File: src/rtl/dds_ctrl_pkg.sv
// Shared types and helpers for the DDS carrier hop sequencer.
// Holds the state encoding, the phase width and the glide step helper.
package dds_ctrl_pkg;

  localparam int PHASE_W = 32;

  typedef enum logic [1:0] {
    IDLE  = 2'd0,
    LOAD  = 2'd1,
    RAMP  = 2'd2,
    DWELL = 2'd3
  } state_e;

  // 33-bit signed difference so a downward glide yields a negative step.
  function automatic logic [PHASE_W-1:0] calc_step(
    input logic [PHASE_W-1:0] tgt,
    input logic [PHASE_W-1:0] cur,
    input int unsigned        sh
  );
    logic signed [PHASE_W:0] diff;
    diff = $signed({1'b0, tgt}) - $signed({1'b0, cur});
    return PHASE_W'(diff >>> sh);
  endfunction

endpackage

File: src/rtl/dds_hop_table.sv
// Carrier frequency table: one synchronous write port, one combinational
// read port, cleared by the asynchronous reset.
module dds_hop_table
  import dds_ctrl_pkg::*;
#(
  parameter int SLOT_W = 3
) (
  input  logic               clk,
  input  logic               rst,
  input  logic               we,
  input  logic [SLOT_W-1:0]  waddr,
  input  logic [PHASE_W-1:0] wdata,
  input  logic [SLOT_W-1:0]  raddr,
  output logic [PHASE_W-1:0] rdata
);

  localparam int NUM_SLOTS = 2 ** SLOT_W;

  logic [PHASE_W-1:0] mem [NUM_SLOTS];

  always_ff @(posedge clk or posedge rst) begin
    if (rst) begin
      for (int i = 0; i < NUM_SLOTS; i++) begin
        mem[i] <= '0;
      end
    end else if (we) begin
      mem[waddr] <= wdata;
    end
  end

  assign rdata = mem[raddr];

endmodule

File: src/rtl/dds_hop_ctrl.sv
// Hop sequencer for the descrambler DDS: cycles through the frequency
// table, gliding linearly between slots and dwelling on each.
module dds_hop_ctrl
  import dds_ctrl_pkg::*;
#(
  parameter int SLOT_W    = 3,
  parameter int DWELL_W   = 16,
  parameter int RAMP_LOG2 = 4
) (
  input  logic               clk,
  input  logic               rst,
  input  logic               cfg_we,
  input  logic [SLOT_W-1:0]  cfg_addr,
  input  logic [PHASE_W-1:0] cfg_data,
  input  logic [SLOT_W-1:0]  last_slot,
  input  logic [DWELL_W-1:0] dwell_cycles,
  input  logic               start,
  input  logic               stop,
  output logic [PHASE_W-1:0] phase_inc,
  output logic               busy,
  output logic               hop_strobe,
  output logic [SLOT_W-1:0]  cur_slot
);

  localparam logic [1:0] S_IDLE  = IDLE;
  localparam logic [1:0] S_LOAD  = LOAD;
  localparam logic [1:0] S_RAMP  = RAMP;
  localparam logic [1:0] S_DWELL = DWELL;

  localparam int RAMP_M1 = (1 << RAMP_LOG2) - 1;
  localparam logic [RAMP_LOG2:0] RAMP_LAST = RAMP_M1[RAMP_LOG2:0];

  logic [1:0]         state;
  logic [PHASE_W-1:0] step;
  logic [PHASE_W-1:0] target;
  logic [RAMP_LOG2:0] ramp_cnt;
  logic [DWELL_W-1:0] dwell_cnt;

  logic [SLOT_W-1:0]  next_slot;
  logic [SLOT_W-1:0]  fetch_slot;
  logic [PHASE_W-1:0] fetch_data;
  logic [DWELL_W-1:0] dwell_load;
  logic               ramp_last;

  assign next_slot  = (cur_slot >= last_slot) ? '0 : cur_slot + 1'b1;
  assign fetch_slot = (state == S_IDLE) ? '0 : next_slot;
  assign dwell_load = (dwell_cycles == '0) ? '0 : dwell_cycles - 1'b1;
  assign ramp_last  = (ramp_cnt == RAMP_LAST);
  assign busy       = (state != S_IDLE);

  dds_hop_table #(
    .SLOT_W(SLOT_W)
  ) u_table (
    .clk  (clk),
    .rst  (rst),
    .we   (cfg_we),
    .waddr(cfg_addr),
    .wdata(cfg_data),
    .raddr(fetch_slot),
    .rdata(fetch_data)
  );

  always_ff @(posedge clk or posedge rst) begin
    if (rst) begin
      state      <= S_IDLE;
      phase_inc  <= '0;
      step       <= '0;
      target     <= '0;
      ramp_cnt   <= '0;
      dwell_cnt  <= '0;
      cur_slot   <= '0;
      hop_strobe <= 1'b0;
    end else begin
      hop_strobe <= 1'b0;
      // stop leaves phase_inc wherever the glide had reached
      if (stop && state != S_IDLE) begin
        state <= S_IDLE;
      end else begin
        unique case (state)
          S_IDLE: begin
            if (start && !stop) begin
              cur_slot <= '0;
              target   <= fetch_data;
              state    <= S_LOAD;
            end
          end
          S_LOAD: begin
            step     <= calc_step(target, phase_inc, RAMP_LOG2);
            ramp_cnt <= '0;
            state    <= S_RAMP;
          end
          S_RAMP: begin
            if (ramp_last) begin
              phase_inc  <= target;
              dwell_cnt  <= dwell_load;
              hop_strobe <= 1'b1;
              state      <= S_DWELL;
            end else begin
              phase_inc <= phase_inc + step;
              ramp_cnt  <= ramp_cnt + 1'b1;
            end
          end
          S_DWELL: begin
            if (dwell_cnt == '0) begin
              cur_slot <= next_slot;
              target   <= fetch_data;
              state    <= S_LOAD;
            end else begin
              dwell_cnt <= dwell_cnt - 1'b1;
            end
          end
          default: state <= S_IDLE;
        endcase
      end
    end
  end

endmodule

File: config.mk
export PLATFORM = sky130hd
export DESIGN_NAME = dds_hop_ctrl
export DESIGN_NICKNAME = d
export VERILOG_FILES = /design/src/rtl/dds_ctrl_pkg.sv /design/src/rtl/dds_hop_table.sv /design/src/rtl/dds_hop_ctrl.sv
export SDC_FILE = /design/constraint.sdc
export NUM_CORES = 1
export LEC_CHECK = 0
export ABC_AREA = 1
export BUFFER_PORTS_ARGS = -buffer_cell sky130_fd_sc_hd__buf_2
export CAP_MARGIN = 40
export CORE_AREA = 2 2 203 205
export DETAILED_ROUTE_END_ITERATION = 12
export DIE_AREA = 0 0 205 207
export MAX_ROUTING_LAYER = met4
export PLACE_DENSITY = 0.74
export SKIP_LAST_GASP = 1
export SYNTH_ARGS = -nofsm -noshare
export SYNTH_HDL_FRONTEND = slang
export SYNTH_SLANG_ARGS = --single-unit
File: constraint.sdc
create_clock -name clk -period 18.7 [get_ports clk]
set_input_delay 0.935 -clock clk [delete_from_list [all_inputs] [get_ports clk]]
set_output_delay 0.935 -clock clk [all_outputs]
set_load 0.05 [all_outputs]
==> results.md <==
* Via count at 21095
* Largest stage delay, worst path at 0.77 ns
* Run status: complete, no violations
* Yosys cell types at 38
* Pins over their slew limit at 0
* Die Span Y at 207 um
* Drt wl/cell at 16.2 um
* Setup Viol. Count Final at 0
* Part of the power in the clock network at 19.1%
* # nets final at 3518
* Reg2reg start: state[1]$_DFFE_PP0P_
* CP Capture Type: register
* Max-capacitance violation count at 0
* Mean number of vias per cell at 5.35
* Worst-Margin Slew at 1.01 ns
* Layout area overhead at 9.93%
* # DRC at 0
* Final Hold Vio Count at 0
* Most frequent CP cell: nand3_1
* Final period util at 18.2%
* Int Power at 2.26 mW
* First-pass GRT wire length at 106 mm
* FMAX at 0.294 GHz
* Gates resized, CTS repair at 0
* Hold-fix buffers, CTS at 0
* CP required at 19.16 ns
* Total grt overflow at 0
* RR Endpoint: target[15]$_DFFE_PP0P_
* Reg2reg setup slack at 15.32 ns
* Syn Nets at 3475
* Total Routing Usage GR at 32.0%
* Initial core utilization at 56.1%
* Setup CP Type: input port to register
* Drt total wl at 63.8 mm
* NetSw at 2.09 mW
* Final ANT Viol Nets at 0
* Standard-cell rows at 74
* Syn avg cell area at 6.79 um2
* Ports at 96
* Sw Ratio at 48.1%
* Post-synthesis sequential area ratio at 41.5%
* Worst slew margin at 32.5%
* Initial drt markers at 1571
* Die width at 205 um
* ANT cells at 0
* Gpl congestion at 0.946
* DIE AREA at 42400 um2
* CP Max Fanout at 90
* Clk pin slew, worst setup/hold paths at 0.06 ns
* Ys async rst share at 100%
* Mapped Cells at 3339
* Dpl ws at 14.80 ns
* RSZ-0062 raised after global routing: false
* Pleak at 13.8 nW
* Peak VDD IR at 0.0815 mV
* # Post-CTS Setup Buffers at 0
* Synth warnings at 0
* Share of cells above drive strength 1 at 6.10%
* Slowest CP cell: buf_4
* Post-synth EDFFs at 0
* Setup Total Neg Slack at 0 ns
* Drt first pass iters at 5
* Critical Path, Cell by Cell: buf_2 -> inv_1 -> ha_1 -> a21oi_2 -> nand4_1 -> buf_4 -> nor2_4 -> buf_12 -> buf_4 -> nand2_1 -> nand3_1 -> nand3_1 -> nand3_1 -> nand2_1
* Hpwl dp at 43.2 mm
* Core Area at 40400 um2
* Clk_lat worst skew at 0.58 ns
* Pin count of the biggest net entering global routing at 187
* Clock root cell: clkbuf_16
* Worst Reg-to-Reg Cells at 11
* #FFs+latches synth at 376
* Min Tclk post-route at 3.40 ns
* Cts bufs inserted at 42
* Pwr/cell area at 175 nW/um2
* H-tree depth at 2
* Part of the power in registers at 28.5%
* Worst clock skew at 0.0119 ns
* CP Launch Type: input port
* HP Class: input port to async pin
* Clk buf depth at 3
* Primary FF master, synth: dfrtp_1
* Crit-path leading delay family: buffers and inverters
* Logic gate share of total power at 52.3%
* Mapped cell area at 22700 um2
* Final core occ at 61.7%
* CTS Sinks at 376
* CTS tree: done
* Vias in the first global route at 20793
* Worst path bufs/invs at 5
* Worst Setup Slack, final at 15.30 ns
* Data arrival, critical path at 3.86 ns
* Initial antenna violation count at 0
* IO buf count at 95
-- worst max path at each step --
stage	slack [ns]	to	start	cells past startpoint
5_1_grt	14.99	target[28]$_DFFE_PP0P_	cur_slot[2]$_DFFE_PP0P_	12
3_3_place_gp	14.45	target[31]$_DFFE_PP0P_	last_slot[2]	13
2_1_floorplan	7.32	cur_slot[0]$_DFFE_PP0P_	rst	1
6_report	15.30	target[25]$_DFFE_PP0P_	last_slot[2]	14
4_1_cts	15.35	target[25]$_DFFE_PP0P_	last_slot[2]	14
3_5_place_dp	14.80	target[28]$_DFFE_PP0P_	last_slot[2]	14
-- kinds of logic after synthesis --
group	after synthesis	share of synthesized area, %
compound gates	444	10.1
xor+xnor	37	1.43
fa+ha+maj	77	4.29
buf+inv	706	12.2
flops	376	41.5
simple gates	1699	30.5
-- power by group through the flow --
stage | registers (mW) | clock network (mW) | logic [mW]
CTS | 1.23 | 0.843 | 2.27
floorplan | 1.28 | 0 | 1.62
global route | 1.26 | 0.878 | 2.60
detailed placement | 1.25 | 0 | 2.25
finish | 1.24 | 0.833 | 2.28
global placement | 1.24 | 0 | 2.19
-- routing by layer --
layer | vias up | part of all wire, % | wire, um | global-route usage, %
li1 | 10439 | - | - | -
met1 | 9899 | 45 | 28800 | 43.3
met2 | 630 | 46 | 29600 | 51.1
met3 | 127 | 6.1 | 3880 | 3.27
met4 | 0 | 2.4 | 1560 | 9.40
met5 | - | 0 | 0 | -
-- stage by stage --
| step | cell area, um2 | hold WS (ns) | std cells | power [mW] |
|---|---|---|---|---|
| 6_report | 24900 | 0.443 | 3940 | 4.35 |
| 5_1_grt | 24900 | 0.503 | 3940 | 4.74 |
| 4_1_cts | 24900 | 0.486 | 3940 | 4.34 |
| 3_5_place_dp | 23500 | 0.473 | 3870 | 3.49 |
| 3_3_place_gp | 23400 | 0.464 | 3865 | 3.44 |
| 2_1_floorplan | 22700 | 0.449 | 3339 | 2.90 |
-- cell type report --
class / instances / area, um2
timing repair buffer: 121 / 739
multi-input combinational: 2257 / 10500
sequential: 376 / 9410
clock inverter: 8 / 115
tap: 532 / 666
clock buffer: 62 / 1260
fill: 3809 / 15500
inverter: 584 / 2200
-- worst register-to-register path, cell delays in order (launching register included) --
cell	delay, ns
dfrtp_1	0.43
inv_1	0.11
ha_1	0.43
inv_1	0.15
nand3_2	0.09
buf_4	0.66
inv_2	0.43
buf_4	0.47
nand3_1	0.23
nand3_1	0.10
nand3_1	0.11
nand2_1	0.06
-- sequential cells by signal, summed over array words and instances, names as in the netlist --
signal and count:
cur_slot 3, dwell_cnt 16, hop_strobe 1, phase_inc 32
ramp_cnt 5, state 2, step 29, target 32
u_table.mem 256
-- cells in the mapped netlist (all sizes together) (2+ instances only) --
library cell | number | share of area (%)
nand3b | 5 | 0.17
xor2 | 15 | 0.58
a21oi | 69 | 1.5
o211ai | 5 | 0.17
a21o | 2 | 0.066
xnor2 | 22 | 0.85
nor4 | 2 | 0.055
nand4 | 8 | 0.29
o21ai | 347 | 7.7
clkbuf | 69 | 1.1
a22oi | 2 | 0.066
nor3 | 18 | 0.42
a31oi | 3 | 0.083
dfrtp | 376 | 42
inv | 582 | 9.6
or2 | 2 | 0.055
nor2 | 170 | 2.9
buf | 53 | 1.4
nand3 | 326 | 7.2
nand2 | 1163 | 19
ha | 76 | 4.2
and2 | 5 | 0.14
o22ai | 9 | 0.25
o21bai | 4 | 0.13
clkinv | 2 | 0.055
-- placed cells by master (no fill, tap or decap), types with 43 or more instances in the layout --
cell and instances:
clkbuf_16 43, nand3_1 324, ha_1 76, nand2_1 1157
inv_1 576, a21oi_1 68, o21ai_0 347, buf_2 95
nor2_1 165, dfrtp_1 376
Power figures use the tool's default switching activity.
